==> config.mk <==
export PLATFORM = sky130hd
export DESIGN_NAME = pattern_adc_source
export DESIGN_NICKNAME = d
export VERILOG_FILES = /design/src/rtl/pattern_adc_source.sv
export SDC_FILE = /design/constraint.sdc
export NUM_CORES = 1
export LEC_CHECK = 0
export CAP_MARGIN = 20
export CELL_PAD_IN_SITES_DETAIL_PLACEMENT = 0
export CELL_PAD_IN_SITES_GLOBAL_PLACEMENT = 2
export CORE_MARGIN = 2
export CORE_UTILIZATION = 37
export CTS_CLUSTER_DIAMETER = 200
export DETAILED_ROUTE_END_ITERATION = 10
export PLACE_DENSITY_LB_ADDON = 0.15
export SLEW_MARGIN = 20
export SYNTH_ARGS = -nofsm -noshare
export SYNTH_HDL_FRONTEND = slang
export SYNTH_SLANG_ARGS = --single-unit
==> constraint.sdc <==
create_clock -name clk -period 6 [get_ports clk]
set_clock_uncertainty 0.1 [all_clocks]
set_input_delay 0.9 -clock clk [delete_from_list [all_inputs] [get_ports clk]]
set_output_delay 0.9 -clock clk [all_outputs]
set_load 0.01 [all_outputs]
==> src/rtl/pattern_adc_source.sv <==
// Synthetic ADC frame source: builds CHANNELS pattern samples per frame tick
// and streams them LSB byte first into the slot write FIFO when space allows.
module pattern_adc_source #(
  parameter int unsigned CHANNELS     = 2,
  parameter int unsigned SAMPLE_BYTES = 3,
  parameter int unsigned CLK_DIV      = 256,
  parameter int unsigned ADDR_WIDTH   = 11,
  parameter logic [31:0] LFSR_SEED    = 32'h00000001
) (
  input  logic                      clk,
  input  logic                      reset,
  input  logic                      enable,
  input  logic                      direction,
  input  logic [1:0]                mode,
  input  logic [8*SAMPLE_BYTES-1:0] pattern_word,
  output logic                      fifo_clk,
  output logic [7:0]                fifo_data,
  output logic                      fifo_write,
  input  logic [ADDR_WIDTH-1:0]     fifo_addr_in,
  input  logic [ADDR_WIDTH-1:0]     fifo_addr_out,
  output logic [31:0]               sample_count,
  output logic [15:0]               overflow_count,
  output logic                      busy
);
  localparam int unsigned SW = 8 * SAMPLE_BYTES;
  localparam int unsigned N  = CHANNELS * SAMPLE_BYTES;
  localparam int unsigned FW = CHANNELS * SW;
  localparam int unsigned TW = $clog2(CLK_DIV);
  localparam int unsigned BW = $clog2(N + 1);

  typedef enum logic {S_IDLE, S_SEND} state_t;

  state_t                r_state, w_state_next;
  logic [TW-1:0]         r_tick_cnt;
  logic [FW-1:0]         r_shift;
  logic [BW-1:0]         r_byte_cnt;
  logic [SW-1:0]         r_ramp;
  logic [31:0]           r_lfsr;
  logic [31:0]           r_sample_count;
  logic [15:0]           r_overflow_count;

  logic                  w_tick, w_room, w_last, w_capture, w_drop;
  logic [ADDR_WIDTH-1:0] w_used, w_free;
  logic [FW-1:0]         w_frame;
  logic [31:0]           w_lfsr_next;
  logic [31:0]           w_lfsr_walk;
  logic [SW-1:0]         w_sample;

  function automatic logic [31:0] lfsr_step(input logic [31:0] s);
    return {s[30:0], s[31] ^ s[21] ^ s[1] ^ s[0]};
  endfunction

  assign w_tick = (r_tick_cnt == TW'(CLK_DIV - 1));
  assign w_used = fifo_addr_in - fifo_addr_out;
  assign w_free = '1 - w_used;
  assign w_room = (32'(w_free) >= 32'(N));
  assign w_last = (r_byte_cnt == BW'(N - 1));

  // Channel c of the LFSR pattern is the state after c steps; the walk ends CHANNELS steps on.
  always_comb begin
    w_frame     = '0;
    w_sample    = '0;
    w_lfsr_walk = r_lfsr;
    for (int unsigned c = 0; c < CHANNELS; c++) begin
      case (mode)
        2'd0:    w_sample = pattern_word;
        2'd1:    w_sample = r_ramp + SW'(c);
        2'd2:    w_sample = w_lfsr_walk[SW-1:0];
        default: begin
          w_sample             = SW'(r_sample_count);
          w_sample[SW-1 -: 8]  = 8'(c);
        end
      endcase
      w_frame[c*SW +: SW] = w_sample;
      w_lfsr_walk         = lfsr_step(w_lfsr_walk);
    end
    w_lfsr_next = w_lfsr_walk;
  end

  always_ff @(posedge clk) begin
    if (reset) r_state <= S_IDLE;
    else       r_state <= w_state_next;
  end

  always_comb begin
    w_state_next = r_state;
    w_capture    = 1'b0;
    w_drop       = 1'b0;
    case (r_state)
      S_IDLE: begin
        if (w_tick && enable && direction) begin
          if (w_room) begin
            w_capture    = 1'b1;
            w_state_next = S_SEND;
          end else begin
            w_drop = 1'b1;
          end
        end
      end
      S_SEND: begin
        if (w_tick) w_drop = 1'b1;
        if (w_last) w_state_next = S_IDLE;
      end
      default: w_state_next = S_IDLE;
    endcase
  end

  always_ff @(posedge clk) begin
    if (reset) begin
      r_tick_cnt       <= '0;
      r_shift          <= '0;
      r_byte_cnt       <= '0;
      r_ramp           <= '0;
      r_lfsr           <= LFSR_SEED;
      r_sample_count   <= '0;
      r_overflow_count <= '0;
    end else begin
      r_tick_cnt <= w_tick ? '0 : r_tick_cnt + TW'(1);
      if (w_drop && (r_overflow_count != '1))
        r_overflow_count <= r_overflow_count + 16'd1;
      if (w_capture) begin
        r_shift    <= w_frame;
        r_byte_cnt <= '0;
        if (mode == 2'd1) r_ramp <= r_ramp + SW'(1);
        if (mode == 2'd2) r_lfsr <= w_lfsr_next;
      end else if (r_state == S_SEND) begin
        r_shift    <= r_shift >> 8;
        r_byte_cnt <= r_byte_cnt + BW'(1);
        if (w_last) r_sample_count <= r_sample_count + 32'd1;
      end
    end
  end

  assign fifo_clk       = clk;
  assign fifo_write     = (r_state == S_SEND);
  assign fifo_data      = fifo_write ? r_shift[7:0] : '0;
  assign busy           = fifo_write;
  assign sample_count   = r_sample_count;
  assign overflow_count = r_overflow_count;
endmodule

==> impl_metrics.ini <==
[status]
outcome = completed

[hold_path]
hp-class = flip-flop to flip-flop

[global_routing]
grt_max_degree = 66
grt_pass1_vias = 7475
grt_use_total_pct = 20.5
grt_overflow = 0
grt_pass1_wl_mm = 42.4
antenna_found_initial = 0

[synthesis]
yosys_warnings = 0
synth_top_area_share_pct = 35.8
syn_nets = 1140
synthTopCellsByArea = dfxtp_1 (36%), mux4_2 (7.9%), nor2_1 (5.2%)
synth_edf_count = 0
synth_cell_types = 55
synth-main-ff-cell = dfxtp_1
ys_ff_latch = 164
synth-seq-area-share_pct = 35.8
netlist_area_mm2 = 0.00918
synth.avg_cell_area_um2 = 8.57
synth_top_cell_by_area = dfxtp_1
synthCells = 1071
async_flop_share_pct = 0

[pwr]
p_seq_share_pct = 42.9
leakagePower_nw = 4.01
swShare_pct = 24.5
p_sw_uw = 624
p_total_mw = 2.55
p_per_area_mw_per_mm2 = 228
p_int_mw = 1.92
ir_drop_v = 0.000251
power_frac_comb_pct = 7.1
power_frac_clock_pct = 50.1

[detailed_routing]
via_per_inst = 5.42
wl_per_cell_um = 17.7
vias = 7977
drc = 0
antenna_left = 0
drt_wl_total_mm = 26.0
drt_iter0_markers = 628
drt_pass1_iterations = 5

[clock_tree]
cts.repair.resized = 0
post_cts_buffers = 0
cts_hold_buffers = 0
insertion_delay_ns = 0.56
cts_tree = done
cts.reportedPaths.clkPinSlew_ns = 0.07

[critical_path]
crit_required_ns = 5.00
cp-endpoint = fifo_clk
crit_path_end_kind = primary output
rr_endpoint = overflow_count[11]
worstPathArrival_ns = 3.71
crit_type = clock port to primary output
critPathMaxFanout = 2
rrSetupSlack_ns = 2.57
r2r_start = r_tick_cnt[0]
startpoint = clk
setup.worst_path.start_class = clock port
worst-r2r-cell-count = 8

[sta]
setup_viol = 0
fin_crit_ns = 4.71
slew_headroom_pct = 33.5
finalWorstSetupSlack_ns = 1.29
max_freq_ghz = 0.215
worst_pin_slew_ns = 0.996
fin_tns_setup_ns = 0
min_period_over_period_pct = 78.5
hold_viol_final = 0
slew_viol_final = 0
rsz0062_at_grt = false

[placement]
dp.cells = 1437
place_congestion = 0.825
pre_cts_ws_ns = 0.808
hpwl_mm = 18.1
port-buffer-count = 110

[job]
max_cap_viol_count = 0

[die]
core_area_mm2 = 0.0243
die_area_mm2 = 0.0261
pin_count = 111
die_w_um = 161
core.rowCount = 57
initial_utilization_pct = 37.7
die_h_um = 161

[cells_and_area]
drive_gt1_share_pct = 8.54
post-route-util_pct = 45.9
final_cell_count_no_fill = 1472
nets = 1204
antenna_cells = 0
area_growth_pct = 21.6
==> power by group through the flow <==
stage                     clock network [mW]  registers (mW)  logic (mW)
after floorplan                       0.0137            1.12       0.113
after global placement                0.0170            1.12       0.182
after detailed placement              0.0170            1.12       0.181
after CTS                               1.30            1.09       0.181
after global routing                    1.35            1.09       0.199
final                                   1.27            1.09       0.180
==> per-layer routing <==
metal | global-route usage, % | vias up | routed length [µm]
met2 | 31.8 | 174 | 11800
met5 | 0 | - | 0
met4 | 3.94 | 0 | 186
li1 | - | 3994 | -
met1 | 29.8 | 3797 | 12900
met3 | 3.90 | 12 | 1110
==> worst max-delay path, stage by stage <==
cell	delay (ns)
clkbuf_16	0.12
clkbuf_16	0.13
clkdlybuf4s50_1	0.46
==> synthesized netlist by cell type, types with 5 or more instances <==
cell type / number
inv_1: 50
nand4_1: 11
nand2_1: 81
a311oi_1: 5
mux2i_1: 43
nand3_1: 40
and2_1: 10
dfxtp_1: 164
nand3b_1: 9
clkbuf_1: 57
o31ai_1: 18
buf_1: 9
or3_1: 32
a31oi_1: 11
nor2b_1: 7
xor2_1: 36
or4_1: 16
a21oi_1: 84
a221o_1: 25
nand2b_1: 9
xnor2_1: 27
ha_1: 16
mux4_2: 32
o21ai_0: 33
a21o_1: 5
a211oi_1: 18
buf_2: 7
nor3_1: 16
or2_2: 8
nor2_1: 127
and3_1: 15
==> worst min-delay path by stage <==
stage                  startpoint            end  slack, ns  cells after the start
finish                r_shift[27]    r_shift[19]       0.36                      2
global route          r_shift[17]     r_shift[9]       0.37                      2
CTS                   r_shift[26]    r_shift[18]       0.36                      2
detailed placement    r_shift[26]    r_shift[18]       0.35                      2
global placement    r_tick_cnt[0]  r_tick_cnt[0]       0.34                      1
floorplan           r_tick_cnt[0]  r_tick_cnt[0]       0.33                      1
==> state kept, by name (all words and copies together), names as in the netlist <==
register / count
r_ramp: 24
r_tick_cnt: 8
r_shift: 48
busy: 1
overflow_count: 16
sample_count: 32
r_byte_cnt: 3
r_lfsr: 32
==> area by class of cell <==
| class | count | area, µm² |
|---|---|---|
| clock buffers | 23 | 538 |
| clock inverters | 13 | 161 |
| fillers | 2416 | 13200 |
| inverters | 50 | 188 |
| multi-input cells | 778 | 5400 |
| flip-flops and latches | 164 | 3280 |
| well taps | 324 | 405 |
| repair buffers | 120 | 1190 |
==> kinds of logic (layout without fill, tap and decap cells) <==
| family | Yosys count | count (layout) | share of synthesized area (%) |
|---|---|---|---|
| mux | 75 | 75 | 12.5 |
| flops | 164 | 164 | 35.8 |
| xor+xnor | 63 | 63 | 6.01 |
| buf+inv | 129 | 206 | 5.70 |
| compound gates | 225 | 225 | 16.2 |
| fa+ha+maj | 17 | 17 | 2.40 |
| simple gates | 398 | 398 | 21.4 |
==> placed cells by master, fill, tap and decap left out, types with 36 or more instances in the layout <==
| cell | n |
|---|---|
| xor2_1 | 36 |
| nand3_1 | 40 |
| inv_1 | 50 |
| a21oi_1 | 84 |
| dfxtp_1 | 163 |
| nor2_1 | 127 |
| clkdlybuf4s50_1 | 107 |
| mux2i_1 | 43 |
| nand2_1 | 81 |
==> through the flow <==
step / instance area, µm² / hold slack, ns
4_1_cts: 11200 / 0.359
3_3_place_gp: 10500 / 0.342
3_5_place_dp: 10500 / 0.347
5_1_grt: 11200 / 0.372
2_1_floorplan: 9180 / 0.330
6_report: 11200 / 0.359
No activity file was read; power rests on OpenSTA's default activity.
